**src/rtl/mem_responder.sv**
```systemverilog
// mem_responder: single-outstanding word memory responder for the CPU port.
// A request is accepted in IDLE, waits WAIT_CYCLES states, then answers with a
// one-cycle ready pulse (err flags out-of-range addresses). A side-band load
// port fills the array while the responder is idle and no request is pending.
module mem_responder #(
  parameter int ADDR_W      = 5,
  parameter int DATA_W      = 32,
  parameter int DEPTH       = 32,
  parameter int WAIT_CYCLES = 2
) (
  input  logic              clk,
  input  logic              rst,
  input  logic              req,
  input  logic              we,
  input  logic [ADDR_W-1:0] addr,
  input  logic [DATA_W-1:0] wdata,
  output logic [DATA_W-1:0] rdata,
  output logic              ready,
  output logic              err,
  output logic              busy,
  input  logic              ld_en,
  input  logic [ADDR_W-1:0] ld_addr,
  input  logic [DATA_W-1:0] ld_data,
  output logic              ld_done
);

  localparam int CNT_W = (WAIT_CYCLES > 0) ? $clog2(WAIT_CYCLES + 1) : 1;
  localparam int IDX_W = (DEPTH > 1) ? $clog2(DEPTH) : 1;
  localparam logic [CNT_W-1:0] CNT_INIT = CNT_W'(WAIT_CYCLES);
  localparam logic [CNT_W-1:0] CNT_ONE  = CNT_W'(1);

  typedef enum logic [1:0] {
    ST_IDLE = 2'd0,
    ST_WAIT = 2'd1,
    ST_RESP = 2'd2
  } state_t;

  state_t            state_r, state_s;
  logic [CNT_W-1:0]  cnt_r, cnt_s;
  logic              accept_s, load_s, enter_resp_s;
  logic              we_r;
  logic [ADDR_W-1:0] addr_r;
  logic [DATA_W-1:0] wdata_r;
  logic              txn_we_s;
  logic [ADDR_W-1:0] txn_addr_s;
  logic [DATA_W-1:0] txn_wdata_s;
  logic              txn_in_range_s, ld_in_range_s;
  logic [IDX_W-1:0]  txn_idx_s, ld_idx_s, mem_idx_s;
  logic              mem_we_s;
  logic [DATA_W-1:0] mem_wdata_s;
  logic [DATA_W-1:0] mem_r [DEPTH];
  logic [DATA_W-1:0] rdata_r;
  logic              ready_r, err_r, busy_r, ld_done_r;

  // True when a word address maps onto an implemented array entry.
  function automatic logic addr_in_range(input logic [ADDR_W-1:0] a);
    return (int'(a) < DEPTH);
  endfunction

  // State register and wait counter; reset abandons any transaction in flight.
  always_ff @(posedge clk or posedge rst) begin
    if (rst) begin
      state_r <= ST_IDLE;
      cnt_r   <= {CNT_W{1'b0}};
    end else begin
      state_r <= state_s;
      cnt_r   <= cnt_s;
    end
  end

  // Next-state logic: accept in IDLE (req beats ld_en), count down in WAIT, one RESP cycle.
  always_comb begin
    state_s  = state_r;
    cnt_s    = cnt_r;
    accept_s = 1'b0;
    load_s   = 1'b0;
    case (state_r)
      ST_IDLE: begin
        if (req) begin
          accept_s = 1'b1;
          cnt_s    = CNT_INIT;
          state_s  = (WAIT_CYCLES == 0) ? ST_RESP : ST_WAIT;
        end else if (ld_en) begin
          load_s = 1'b1;
        end else begin
          state_s = ST_IDLE;
        end
      end
      ST_WAIT: begin
        if (cnt_r == CNT_ONE) begin
          state_s = ST_RESP;
          cnt_s   = {CNT_W{1'b0}};
        end else begin
          cnt_s = cnt_r - CNT_ONE;
        end
      end
      ST_RESP: state_s = ST_IDLE;
      default: state_s = ST_IDLE;
    endcase
  end

  // Request latch; captured only on the accept edge.
  always_ff @(posedge clk or posedge rst) begin
    if (rst) begin
      we_r    <= 1'b0;
      addr_r  <= {ADDR_W{1'b0}};
      wdata_r <= {DATA_W{1'b0}};
    end else if (accept_s) begin
      we_r    <= we;
      addr_r  <= addr;
      wdata_r <= wdata;
    end
  end

  // Operands of the transaction reaching RESP: live inputs when coming straight from IDLE.
  always_comb begin
    if (state_r == ST_IDLE) begin
      txn_we_s    = we;
      txn_addr_s  = addr;
      txn_wdata_s = wdata;
    end else begin
      txn_we_s    = we_r;
      txn_addr_s  = addr_r;
      txn_wdata_s = wdata_r;
    end
  end

  assign enter_resp_s   = (state_s == ST_RESP);
  assign txn_in_range_s = addr_in_range(txn_addr_s);
  assign ld_in_range_s  = addr_in_range(ld_addr);
  assign txn_idx_s      = txn_addr_s[IDX_W-1:0];
  assign ld_idx_s       = ld_addr[IDX_W-1:0];

  // Single array write port shared by committed writes and loads; never during reset.
  always_comb begin
    mem_we_s    = 1'b0;
    mem_idx_s   = txn_idx_s;
    mem_wdata_s = txn_wdata_s;
    if (load_s) begin
      mem_we_s    = ld_in_range_s && !rst;
      mem_idx_s   = ld_idx_s;
      mem_wdata_s = ld_data;
    end else begin
      mem_we_s = enter_resp_s && txn_we_s && txn_in_range_s && !rst;
    end
  end

  // Storage array; deliberately not reset.
  always_ff @(posedge clk) begin
    if (mem_we_s) begin
      mem_r[mem_idx_s] <= mem_wdata_s;
    end
  end

  // Registered response outputs; rdata only moves on a read response.
  always_ff @(posedge clk or posedge rst) begin
    if (rst) begin
      rdata_r   <= {DATA_W{1'b0}};
      ready_r   <= 1'b0;
      err_r     <= 1'b0;
      busy_r    <= 1'b0;
      ld_done_r <= 1'b0;
    end else begin
      ready_r   <= enter_resp_s;
      err_r     <= enter_resp_s && !txn_in_range_s;
      busy_r    <= (state_s != ST_IDLE);
      ld_done_r <= load_s;
      if (enter_resp_s && !txn_we_s) begin
        rdata_r <= txn_in_range_s ? mem_r[txn_idx_s] : {DATA_W{1'b0}};
      end
    end
  end

  assign rdata   = rdata_r;
  assign ready   = ready_r;
  assign err     = err_r;
  assign busy    = busy_r;
  assign ld_done = ld_done_r;

endmodule
```
**config.mk**
```make
export PLATFORM = sky130hd
export DESIGN_NAME = mem_responder
export DESIGN_NICKNAME = d
export VERILOG_FILES = /design/src/rtl/mem_responder.sv
export SDC_FILE = /design/constraint.sdc
export NUM_CORES = 1
export LEC_CHECK = 0
export CORE_MARGIN = 8
export CORE_UTILIZATION = 55
export CTS_CLUSTER_DIAMETER = 80
export DETAILED_ROUTE_END_ITERATION = 8
export GPL_TIMING_DRIVEN = 0
export PLACE_DENSITY = 0.7
export REMOVE_ABC_BUFFERS = 1
export SETUP_SLACK_MARGIN = 0.15
export SYNTH_ARGS = -nofsm -noshare
export SYNTH_HDL_FRONTEND = slang
export SYNTH_SLANG_ARGS = --single-unit
export TNS_END_PERCENT = 1
```
**constraint.sdc**
```tcl
create_clock -name clk -period 5.3 [get_ports clk]
set_input_delay 1.325 -clock clk [delete_from_list [all_inputs] [get_ports clk]]
set_output_delay 1.325 -clock clk [all_outputs]
set_load 0.01 [all_outputs]
```
==> flow_summary.ini <==
[yosys]
syn_area_sq_um = 44300
syn_inst = 2772
synth_top_flop_cell = edfxtp_1
yosys_warnings = 0
yosysUniqueCellTypes = 50
ys_async_sr_fraction_pct = 6.99
ys_ff_latch = 1101
synth_seq_area_share_pct = 73.8
synth_edf_count = 1024
syn_area_per_cell_sq_um = 16.0

[power_and_ir_drop]
swShare_pct = 35.4
powerDensity_nw_per_um2 = 588
ir_worst_vdd_uv = 462
leakagePower_nw = 17.2
seq_power_share_pct = 39.6
p_total_mw = 30.6
power.share.clock_pct = 24.2
p_switching_mw = 10.8
p_comb_share_pct = 36.2
intPower_mw = 19.7

[setup_path]
critPathRequiredTime_ns = 5.65
cp-end-kind = flop
critical_path_class = primary input to flop
path_max_fanout = 21
start_kind = primary input
crit_arrival_ns = 5.56
ff2ff_setup_slack_ns = 0.14

[timing]
relSlewSlack_pct = 14.9
clock.fmax_ghz = 0.192
skew_ns = 0.0243
hold_viol_final = 0
finalCritPeriodShare_pct = 98.2
setup_violations = 0
rsz0062_at_grt = true
period_minus_slack_ns = 5.20
slew_viol_final = 0
setup_tns_ns = 0
worst_slew_pin_slew_ns = 1.28

[grt]
grt_max_degree = 112
gr-total-overflow = 0
grt_pass1_vias = 27400
track_usage_pct = 26.7
antenna_found_initial = 1
grt_pass1_wl_um = 178000

[finish]
drive_gt1_share_pct = 15.4
num-fill-cells = 5384
final_util_pct = 64.9
stdcell_count = 4066
synthToLayoutAreaGrowth_pct = 17.4
final_nets = 2992

[clocking]
cts.path.max_buffers = 3
cts_tree = done
numCtsBuffers = 106
cts_sinks = 1101
root_buffer = clkbuf_16
cts_max_level = 3
ctsHoldBuffers = 0
clkTransAtPathRegs_ns = 0.06
insertion_delay_ns = 0.67

[die]
core_area_sq_um = 80200
start_util_pct = 55.2
rows = 104
die_width_um = 300
die_y_um = 300
die_area_sq_um = 89800
top_level_ports = 115

[route]
antenna_left = 0
dr.pass1.iters = 5
drtIter0Drc = 3248
vias = 27000
wl_um = 123000
drc = 0
vias_per_cell = 6.64
post_drt_wl_per_cell_um = 30.1

[place]
dp.cells = 3860
dp_hpwl_um = 77200
port_buffers = 113
place_congestion = 0.743

[flow_run]
maxCapViolCount = 0

[outcome]
status = complete, no violations

[hold_path]
holdCritPathClass = flop to flop
layout by cell type (no fill, tap or decap), drive strengths merged, types with 64 or more instances in the layout:
cell,n
a31oi,70
edfxtp,1024
mux2i,257
nor2,139
a211oi,66
nand3,72
clkdlybuf4s50,111
buf,115
a221oi,64
dfrtp,77
and3,65
clkbuf,157
nand2,337
mux4,65
a21oi,96
cell type report:
| type | count | area, sq um | share of cell area (%) |
|---|---|---|---|
| diodes | 2 | 5.00 | 0.00963 |
| clock inverters | 43 | 373 | 0.717 |
| repair buffers | 226 | 3300 | 6.36 |
| well taps | 1060 | 1330 | 2.55 |
| multi-input cells | 1469 | 11200 | 21.6 |
| clock buffers | 157 | 3040 | 5.84 |
| flip-flops and latches | 1101 | 32700 | 62.9 |
| inverters | 8 | 32.5 | 0.0626 |
critical path, cell delays in order:
cell,delay (ns)
buf_2,0.63
or3b_2,0.77
buf_16,0.27
nand2_4,0.34
a32oi_1,0.19
nor2_1,0.21
nand2_1,0.53
nor2_4,0.90
buf_12,0.27
layer usage:
metal	track usage, %	part of all wire, %	up-vias	wire (um)
li1	-	-	11300	-
met1	35.0	38	13900	46200
met2	43.6	49	1537	59500
met3	5.58	9.8	317	12100
met4	11.2	3.9	0	4720
met5	0	0	-	0
sequential cells by signal, summed over array words and instances (netlist names):
name     count
rdata       32
ready        1
state_r      2
mem_r     1024
busy         1
we_r         1
addr_r       5
cnt_r        2
wdata_r     32
ld_done      1
synth_stat cells (65+ instances only):
cell	instances	area, sq um
a211oi_1	66	495
a21oi_1	96	480
a31oi_1	69	432
and3_1	65	407
clkbuf_1	105	394
dfrtp_1	77	1930
edfxtp_1	1024	30700
mux2i_1	257	2570
mux4_2	65	1460
nand2_1	336	1260
nand3_1	72	360
nor2_1	139	522
cells by family after synthesis:
| logic type | count (synthesis) | share of synthesized area, % |
|---|---|---|
| AO/OA/AOI/OAI | 445 | 7.32 |
| buffers and inverters | 202 | 2.21 |
| flip-flops | 1101 | 73.8 |
| other | 1 | 0.00847 |
| AND/OR/NAND/NOR | 665 | 6.59 |
| multiplexers | 357 | 10.0 |
| adder cells (fa/ha/maj) | 1 | 0.0283 |
power groups by stage:
| stage | Combinational [mW] | Clock [mW] | Sequential, mW |
|---|---|---|---|
| after global routing | 11.7 | 7.78 | 12.1 |
| after global placement | 9.22 | 0 | 12.4 |
| after floorplan | 6.13 | 0 | 12.3 |
| final | 11.1 | 7.40 | 12.1 |
| after CTS | 10.9 | 7.45 | 12.1 |
| after detailed placement | 10.9 | 0 | 12.3 |
path summary, 6_finish.rpt:
check,from,end,depth (start not counted)
setup / recovery,addr[1],mem_r[11][6],9
hold / removal,cnt_r[0],cnt_r[0],1
setup reg to reg,state_r[1],mem_r[27][6],10
hold reg to reg,cnt_r[0],cnt_r[0],1
max in group asynchronous,rst,wdata_r[26],3
min in group asynchronous,rst,state_r[1],2
through the flow:
step / instance area [sq um] / setup slack [ns] / hold slack [ns]
2_1_floorplan: 43300 / -5.00 / 0.455
3_3_place_gp: 45800 / -20.84 / 0.471
3_5_place_dp: 48500 / -0.357 / 0.495
4_1_cts: 51900 / 0.194 / 0.508
5_1_grt: 52000 / -0.129 / 0.512
6_report: 52000 / 0.0964 / 0.499
repair_timing:
item	CTS	global route
gates resized for setup	0	0
buffers inserted	0	4
endpoints found under the setup margin	0	435
Note: power is estimated with default switching activity, not from simulation.
